<file path="src/rtl/ex_muldiv_unit.sv">
// Iterative RV32M multiply/divide engine for the execute stage.
// Shift-add multiply and restoring divide on operand magnitudes, one bit per cycle,
// with the sign applied and the result selected when the last iteration completes.
module ex_muldiv_unit #(
  parameter int unsigned WIDTH = 32
) (
  input  logic             clk,
  input  logic             rst,
  input  logic             flush,
  input  logic             start,
  input  logic [2:0]       funct3,
  input  logic [WIDTH-1:0] lhs,
  input  logic [WIDTH-1:0] rhs,
  output logic             stall,
  output logic             resultValid,
  output logic [WIDTH-1:0] result
);

  localparam int unsigned     CntW    = $clog2(WIDTH) + 1;
  localparam logic [CntW-1:0] CntInit = CntW'(WIDTH);
  localparam logic [CntW-1:0] CntOne  = CntW'(1);
  localparam logic [WIDTH-1:0] MinNeg = {1'b1, {(WIDTH-1){1'b0}}};

  typedef enum logic [1:0] {StIdle, StRun, StDone} stateT;

  stateT             stateQ, stateD;
  logic [CntW-1:0]   cntQ, cntD;
  logic [2:0]        opQ, opD;
  logic [WIDTH-1:0]  lhsMagQ, lhsMagD;
  logic [WIDTH-1:0]  rhsMagQ, rhsMagD;
  logic              negQ, negD;
  logic              specialQ, specialD;
  logic [WIDTH-1:0]  specialValQ, specialValD;
  // hiQ/loQ hold {product hi, multiplier/product lo} or {remainder, dividend/quotient}
  logic [WIDTH-1:0]  hiQ, hiD;
  logic [WIDTH-1:0]  loQ, loD;
  logic [WIDTH-1:0]  resultQ, resultD;

  // Start-cycle operand decode
  logic             lhsSigned, rhsSigned, lhsNeg, rhsNeg, isRem, divZero, divOvf;
  logic [WIDTH-1:0] lhsMag, rhsMag;

  // Decode signedness, magnitudes and special cases from the live inputs
  always_comb begin
    lhsSigned = (funct3 == 3'b001) | (funct3 == 3'b010) | (funct3 == 3'b100) |
                (funct3 == 3'b110);
    rhsSigned = (funct3 == 3'b001) | (funct3 == 3'b100) | (funct3 == 3'b110);
    lhsNeg    = lhsSigned & lhs[WIDTH-1];
    rhsNeg    = rhsSigned & rhs[WIDTH-1];
    lhsMag    = lhsNeg ? (~lhs + 1'b1) : lhs;
    rhsMag    = rhsNeg ? (~rhs + 1'b1) : rhs;
    isRem     = funct3[2] & funct3[1];
    divZero   = funct3[2] & (rhs == '0);
    divOvf    = funct3[2] & ~funct3[0] & (lhs == MinNeg) & (rhs == '1);
  end

  // One iteration step and final result shaping
  logic [WIDTH:0]     mulSum, divShift, divDiff;
  logic               divFits;
  logic [WIDTH-1:0]   iterHi, iterLo, divVal, divSigned, finalVal;
  logic [2*WIDTH-1:0] prod, prodSigned;

  // Compute the next iteration and the value that would be presented in DONE
  always_comb begin
    mulSum   = {1'b0, hiQ} + (loQ[0] ? {1'b0, lhsMagQ} : '0);
    divShift = {hiQ, loQ[WIDTH-1]};
    divDiff  = divShift - {1'b0, rhsMagQ};
    divFits  = ~divDiff[WIDTH];
    if (opQ[2]) begin
      iterHi = divFits ? divDiff[WIDTH-1:0] : divShift[WIDTH-1:0];
      iterLo = {loQ[WIDTH-2:0], divFits};
    end else begin
      iterHi = mulSum[WIDTH:1];
      iterLo = {mulSum[0], loQ[WIDTH-1:1]};
    end
    prod       = {iterHi, iterLo};
    prodSigned = negQ ? (~prod + 1'b1) : prod;
    divVal     = opQ[1] ? iterHi : iterLo;
    divSigned  = negQ ? (~divVal + 1'b1) : divVal;
    if (specialQ) begin
      finalVal = specialValQ;
    end else if (opQ[2]) begin
      finalVal = divSigned;
    end else if (opQ[1:0] == 2'b00) begin
      finalVal = prodSigned[WIDTH-1:0];
    end else begin
      finalVal = prodSigned[2*WIDTH-1:WIDTH];
    end
  end

  // Next-state logic: latch on start, iterate in RUN, present in DONE
  always_comb begin
    stateD      = stateQ;
    cntD        = cntQ;
    opD         = opQ;
    lhsMagD     = lhsMagQ;
    rhsMagD     = rhsMagQ;
    negD        = negQ;
    specialD    = specialQ;
    specialValD = specialValQ;
    hiD         = hiQ;
    loD         = loQ;
    resultD     = resultQ;
    unique case (stateQ)
      StIdle: begin
        if (start && !flush) begin
          stateD      = StRun;
          cntD        = CntInit;
          opD         = funct3;
          lhsMagD     = lhsMag;
          rhsMagD     = rhsMag;
          negD        = isRem ? lhsNeg : (lhsNeg ^ rhsNeg);
          specialD    = divZero | divOvf;
          // Divide by zero wins over overflow (rhs cannot be both 0 and -1)
          specialValD = divZero ? (isRem ? lhs : '1) : (isRem ? '0 : MinNeg);
          hiD         = '0;
          loD         = funct3[2] ? lhsMag : rhsMag;
        end
      end
      StRun: begin
        if (flush) begin
          stateD = StIdle;
        end else begin
          hiD  = iterHi;
          loD  = iterLo;
          cntD = cntQ - CntOne;
          if (cntQ == CntOne) begin
            stateD  = StDone;
            resultD = finalVal;
          end
        end
      end
      StDone: begin
        // Same instruction is still in EX, so start is ignored here
        stateD = StIdle;
      end
      default: stateD = StIdle;
    endcase
  end

  // State and datapath registers
  always_ff @(posedge clk or negedge rst) begin
    if (!rst) begin
      stateQ      <= StIdle;
      cntQ        <= '0;
      opQ         <= '0;
      lhsMagQ     <= '0;
      rhsMagQ     <= '0;
      negQ        <= 1'b0;
      specialQ    <= 1'b0;
      specialValQ <= '0;
      hiQ         <= '0;
      loQ         <= '0;
      resultQ     <= '0;
    end else begin
      stateQ      <= stateD;
      cntQ        <= cntD;
      opQ         <= opD;
      lhsMagQ     <= lhsMagD;
      rhsMagQ     <= rhsMagD;
      negQ        <= negD;
      specialQ    <= specialD;
      specialValQ <= specialValD;
      hiQ         <= hiD;
      loQ         <= loD;
      resultQ     <= resultD;
    end
  end

  // Outputs: stall must drop asynchronously while reset is held
  always_comb begin
    stall       = rst & (((stateQ == StIdle) & start & ~flush) | (stateQ == StRun));
    resultValid = (stateQ == StDone);
    result      = resultQ;
  end

endmodule

</file>
<file path="config.mk">
export PLATFORM = sky130hd
export DESIGN_NAME = ex_muldiv_unit
export DESIGN_NICKNAME = d
export VERILOG_FILES = /design/src/rtl/ex_muldiv_unit.sv
export SDC_FILE = /design/constraint.sdc
export NUM_CORES = 1
export LEC_CHECK = 0
export CORE_MARGIN = 1
export CORE_UTILIZATION = 45
export CTS_CLUSTER_DIAMETER = 60
export DETAILED_ROUTE_END_ITERATION = 10
export PLACE_DENSITY = 0.68
export SLEW_MARGIN = 15
export SYNTH_ARGS = -nofsm -noshare
export SYNTH_HDL_FRONTEND = slang
export SYNTH_SLANG_ARGS = --single-unit
</file>
<file path="constraint.sdc">
create_clock -name clk -period 7.1 [get_ports clk]
set_clock_uncertainty 0.1 [all_clocks]
set_input_delay 1.42 -clock clk [delete_from_list [all_inputs] [get_ports clk]]
set_output_delay 1.42 -clock clk [all_outputs]
set_load 0.05 [all_outputs]
</file>
==> results.sh, run 1 <==
export IMPL_status="complete, no violations"
export IMPL_setup_ws_ps=807
export IMPL_detail_route_wl_per_cell_um=28.2
export IMPL_clock_sinks=205
export IMPL_drt_total_wl_um=91800
export IMPL_htreeDepth=1
export IMPL_p_leak_uw=0.00898
export IMPL_fin_nets=2801
export IMPL_crit_type="reg -> reg"
export IMPL_syn_avg_cell_area_um2=7.45
export IMPL_met3_usage_pct=9.51
export IMPL_antenna_found_initial=1
export IMPL_fin_setup_tns_ps=0
export IMPL_rsz0062_at_grt="no"
export IMPL_met1_usage_pct=53.9
export IMPL_grt_pass1_vias=20084
export IMPL_grt_usage_pct=41.1
export IMPL_synth_seq_cells=205
export IMPL_tightest_slew_ps=1220
export IMPL_rows=75
export IMPL_drive_above_1_share_pct=7.99
export IMPL_num_vias=21269
export IMPL_holdBufCountCts=0
export IMPL_r2r_slack_ps=810
export IMPL_die_w_um=210
export IMPL_grt_max_degree=115
export IMPL_power_uw=11000
export IMPL_use_met2_pct=62.4
export IMPL_core_mm2=0.0424
export IMPL_worstPathMaxFanout=8
export IMPL_drv_cap=0
export IMPL_cts_resized=0
export IMPL_crit_path_end_kind="flip-flop"
export IMPL_min_path_type="reg -> reg"
export IMPL_synthArstFlopShare_pct=100
export IMPL_grt_pass1_wl_um=134000
export IMPL_whs_endpoint="lhsMagQ[25]"
export IMPL_period_needed_ps=6290
export IMPL_syn_area_mm2=0.0195
export IMPL_syn_inst=2620
export IMPL_tritoncts="built"
export IMPL_grt_busiest_layer="met2"
export IMPL_regToRegStartpoint="loQ[31]"
export IMPL_ant_nets=0
export IMPL_arrival_ps=6680
export IMPL_ys_seq_area_share_pct=26.3
export IMPL_io_pins=105
export IMPL_clk_pin_slew_worst_paths_ps=60
export IMPL_numCtsBuffers=29
export IMPL_via_per_inst=6.53
export IMPL_cts_setup_buffers=0
export IMPL_dr_first_iter_drc_count=2352
export IMPL_drv_slew=0
export IMPL_power_density_mw_per_mm2=498
export IMPL_ir_drop_uv=247
export IMPL_slew_headroom_pct=17.9
export IMPL_hold_violations=0
export IMPL_yosysUniqueCellTypes=104
export IMPL_crit_path_start_kind="flip-flop"
export IMPL_synth_edff_count=0
export IMPL_fmax_mhz=159
export IMPL_r2r_end="result[12]"
export IMPL_area_growth_pct=13.1
export IMPL_post_route_drc_count=0
export IMPL_critPathRequiredTime_ps=7480
export IMPL_place_gp_congestion=1.05
export IMPL_fp_dieH_um=210
export IMPL_cts_root_buffer="clkbuf_16"
export IMPL_die_area_mm2=0.0442
export IMPL_clockBufferDepth=3
export IMPL_finalCritPeriodShare_pct=88.6
export IMPL_syn_num_nets=2764
export IMPL_setup_viol=0
export IMPL_yosys_most_used_dff="dfrtp_1"
export IMPL_whs_path_depth=2
export IMPL_grt_ovfl_total=0
export IMPL_ff2ff_path_depth=24
export IMPL_start_util_pct=46.0
export IMPL_pre_cts_ws_ps=949
export IMPL_hpwl_um=71000
export IMPL_clk_latency_ps=610
export IMPL_postLayoutCellArea_mm2=0.0221
export IMPL_portBuffers=104
export IMPL_first_pass_iters=6
export IMPL_hold_start="lhsMagQ[25]"
export IMPL_place_area_mm2=0.0211
export IMPL_yosysWarningCount=0
-- report_power, final --
part	internal (uW)	switching, uW
registers	1510	449
logic	2480	5050
clock network	875	620
-- synth_stat cells, drive strengths merged (16+ instances only) --
cell type,instances,area [um^2]
nand2,355,1340
o21ai,280,1430
nor2,272,1020
a21oi,233,1200
dfrtp,205,5130
clkbuf,116,435
xnor2,90,788
inv,72,270
ha,71,888
nor3,70,373
xor2,66,578
mux2i,53,531
buf,52,322
nand3,50,268
and2,49,307
a211oi,45,360
nand4,41,263
a31oi,36,225
o31ai,35,277
nor4,31,243
o211ai,30,235
a21o,27,203
or3,25,156
o21a,23,173
mux2,22,248
and3,20,125
nand2b,18,113
o22ai,17,106
nor2b,16,100
-- cell type report --
cell class              count  area (um^2)
diodes                      2         5.00
clock buffers              39          803
clock inverters            15          164
fillers                  4298        20300
inverters                  72          270
multi-input cells        2175        13400
flip-flops and latches    205         5140
well taps                 577          722
repair buffers            174         1580
-- metal layers --
layer / routed length, um / part of all wire [%] / up-vias
met4: 6070 / 6.6 / 2
met2: 39100 / 43 / 1216
met5: 13 / 0.014 / -
li1: - / - / 9607
met1: 37700 / 41 / 10208
met3: 8950 / 9.7 / 236
-- through the flow --
| step | cells | hold slack (ps) | util [%] |
|---|---|---|---|
| after floorplan | 2620 | 338 | - |
| after global placement | 3203 | 356 | 49.8 |
| after detailed placement | 3203 | 359 | 49.8 |
| after CTS | 3257 | 377 | 52.1 |
| after global routing | 3257 | 399 | 52.1 |
| final | 3259 | 373 | 52.1 |
-- sequential cells by signal, summed over array words and instances, names as in the netlist, 2 cells and up --
register     count
hiQ             32
lhsMagQ         32
loQ             32
result          32
rhsMagQ         32
specialValQ     32
cntQ             6
opQ              3
stateQ           2
-- placed cells by master (no fill, tap or decap), types with 34 or more instances in the layout --
| master | instances |
|---|---|
| nand2_1 | 353 |
| nor2_1 | 269 |
| o21ai_0 | 268 |
| a21oi_1 | 227 |
| dfrtp_1 | 202 |
| clkdlybuf4s50_1 | 102 |
| xnor2_1 | 90 |
| inv_1 | 71 |
| ha_1 | 71 |
| buf_4 | 69 |
| nor3_1 | 68 |
| xor2_1 | 66 |
| mux2i_1 | 53 |
| and2_1 | 48 |
| nand3_1 | 48 |
| a211oi_1 | 42 |
| nand4_1 | 40 |
| a31oi_1 | 36 |
| o31ai_1 | 34 |
-- worst max-delay path by stage --
stage,depth (start not counted),slack [ps],endpoint,start
3_5_place_dp,24,950,result[12],loQ[31]
3_3_place_gp,24,1200,result[12],loQ[31]
5_1_grt,24,340,result[12],loQ[31]
6_report,24,810,result[12],loQ[31]
2_1_floorplan,26,1730,result[12],loQ[31]
4_1_cts,24,910,result[12],loQ[31]
-- worst max-delay path: stages, from the launching register on --
cell and delay [ps]:
dfrtp_1 400, inv_1 110, ha_1 180, inv_1 60, fa_1 430, a211oi_1 370
o211a_1 240, o211ai_2 170, and3_1 320, nor3_4 210, nor3_4 80, nor2_1 140
ha_1 190, o211ai_1 150, or3_1 500, nor3_1 450, nand2_1 150, or3_1 470
a31oi_1 280, nand2_1 100, nor2_1 270, a41oi_1 170, xor2_1 160, and3_1 190
o41ai_1 270
-- cell families after synthesis --
group	after synthesis	share of synthesized area, %
fa+ha+maj	73	4.75
buf+inv	240	5.26
xor+xnor	156	7.00
mux	75	3.99
flops	205	26.3
compound gates	874	28.6
simple gates	997	24.1
(Power assumes the default switching activity.)
==> run 2, diff against run 1 <==
--- a/config.mk
+++ b/config.mk
@@ -7,9 +7,9 @@
 export LEC_CHECK = 0
 export CORE_MARGIN = 1
 export CORE_UTILIZATION = 45
-export CTS_CLUSTER_DIAMETER = 60
 export DETAILED_ROUTE_END_ITERATION = 10
 export PLACE_DENSITY = 0.68
+export SKIP_LAST_GASP = 1
 export SLEW_MARGIN = 15
 export SYNTH_ARGS = -nofsm -noshare
 export SYNTH_HDL_FRONTEND = slang
==> results.sh, run 2 (synthesized netlist as in run 1, its figures left out) <==
export IMPL_status="complete, no violations"
export IMPL_hold_violations=0
export IMPL_clk_pin_slew_worst_paths_ps=60
export IMPL_power_density_mw_per_mm2=495
export IMPL_start_util_pct=46.0
export IMPL_tritoncts="built"
export IMPL_crit_slowest_cell="or3_1"
export IMPL_grt_ovfl_total=0
export IMPL_final_cells=3250
export IMPL_core_mm2=0.0424
export IMPL_cts_setup_buffers=0
export IMPL_clock_sinks=205
export IMPL_worstPathMaxFanout=8
export IMPL_worst_path_buf_inv=2
export IMPL_final_common_cell="nand2_1"
export IMPL_critPathRequiredTime_ps=7450
export IMPL_detail_route_wl_per_cell_um=28.3
export IMPL_holdBufCountCts=0
export IMPL_grt_usage_pct=41.1
export IMPL_finalCritPeriodShare_pct=88.7
export IMPL_fp_dieH_um=210
export IMPL_multi_input_comb_area_mm2=0.0134
export IMPL_cts_root_buffer="clkbuf_16"
export IMPL_die_w_um=210
export IMPL_htreeDepth=1
export IMPL_clk_latency_ps=590
export IMPL_setup_viol=0
export IMPL_drv_slew=0
export IMPL_rows=75
export IMPL_fillers=4308
export IMPL_drv_cap=0
export IMPL_period_needed_ps=6300
export IMPL_drive_above_1_share_pct=7.71
export IMPL_slew_headroom_pct=14.6
export IMPL_die_area_mm2=0.0442
export IMPL_p_leak_uw=0.00893
export IMPL_via_per_inst=6.53
export IMPL_io_pins=105
export IMPL_fin_setup_tns_ps=0
export IMPL_num_vias=21214
export IMPL_crit_path_end_kind="flip-flop"
export IMPL_antenna_found_initial=3
export IMPL_min_path_type="reg -> reg"
export IMPL_drt_total_wl_um=91800
export IMPL_postLayoutCellArea_mm2=0.0220
export IMPL_hpwl_um=71000
export IMPL_place_gp_congestion=1.05
export IMPL_setup_ws_ps=802
export IMPL_grt_pass1_wl_um=134000
export IMPL_grt_pass1_vias=20108
export IMPL_placed_cells=3203
export IMPL_area_growth_pct=12.6
export IMPL_cts_resized=0
export IMPL_fmax_mhz=159
export IMPL_dr_first_iter_drc_count=2439
export IMPL_arrival_ps=6650
export IMPL_critPathTopFamily="simple AND/OR/NAND/NOR gates"
export IMPL_pre_cts_ws_ps=949
export IMPL_critical_path_max_stage_delay_ps=500
export IMPL_tightest_slew_ps=1270
export IMPL_layout_common_cells="353 x nand2_1, 269 x nor2_1, 268 x o21ai_0"
export IMPL_path_cells="inv_1 > ha_1 > inv_1 > fa_1 > a211oi_1 > o211a_1 > o211ai_2 > and3_1 > nor3_4 > nor3_4 > nor2_1 > ha_1 > o211ai_1 > or3_1 > nor3_1 > nand2_1 > or3_1 > a31oi_1 > nand2_1 > nor2_1 > a41oi_1 > xor2_1 > and3_1 > o41ai_1"
export IMPL_seq_area_mm2=0.00514
export IMPL_crit_path_start_kind="flip-flop"
export IMPL_post_route_drc_count=0
export IMPL_grt_max_degree=115
export IMPL_portBuffers=104
export IMPL_first_pass_iters=8
export IMPL_clockBufferDepth=3
export IMPL_fin_nets=2798
export IMPL_crit_type="reg -> reg"
export IMPL_ir_drop_uv=226
export IMPL_place_area_mm2=0.0211
export IMPL_numCtsBuffers=26
export IMPL_final_util_pct=51.8
export IMPL_rsz0062_at_grt="no"
export IMPL_ant_nets=0
==> run 2: cell types whose count changed in the layout (fill, tap and decap cells not counted), sizes merged <==
| cell | before | now |
|---|---|---|
| diode | 2 | 1 |
| inv | 78 | 72 |
| clkbuf | 39 | 37 |
| bufinv | 2 | 3 |
| clkinvlp | 2 | 1 |
==> run 2: path summary, 6_finish.rpt <==
path / start / endpoint / slack (ps) / depth (start not counted)
max reg2reg: loQ[31] / result[12] / 800 / 24
min reg2reg: lhsMagQ[25] / lhsMagQ[25] / 370 / 2
max in group asynchronous: rst / rhsMagQ[16] / 5130 / 2
max: loQ[31] / result[12] / 800 / 24
min: lhsMagQ[25] / lhsMagQ[25] / 370 / 2
min in group asynchronous: rst / rhsMagQ[9] / 650 / 1
==> run 2: through the flow <==
step	hold slack [ps]	total power, uW
after CTS	377	10700
after global routing	399	11400
after floorplan	338	6670
final	372	10900
after global placement	356	9240
after detailed placement	359	9240
==> run 2: per-layer routing <==
layer | vias up | part of all wire (%) | track usage (%) | wire [um]
met1 | 10219 | 41 | 53.4 | 37300
met5 | - | 0.029 | 0 | 27
met4 | 4 | 7.3 | 25.5 | 6720
li1 | 9582 | - | - | -
met3 | 251 | 9.9 | 9.76 | 9070
met2 | 1158 | 42 | 61.3 | 38700
==> run 2: area by class of cell <==
type                            count  share of cell area [%]
Inverter                           72                    1.23
Antenna cell                        1                  0.0114
Clock buffer                       37                    3.37
Clock inverter                      9                   0.626
Multi-Input combinational cell   2175                    60.9
Sequential cell                   205                    23.4
Tap cell                          577                    3.28
Timing Repair Buffer              174                    7.18
==> run 2: worst min-delay path: stages, from the launching register on <==
cell and delay, ps:
dfrtp_1 330, nand2_1 40, o21ai_0 60
==> run 2: report_power, final <==
group	internal, uW	total (uW)	leakage [uW]	switching (uW)
Combinational	2480	7520	0.00590	5040
Sequential	1510	1960	0.00260	450
Clock	833	1410	0.000429	577
Total	4820	10900	0.00893	6070
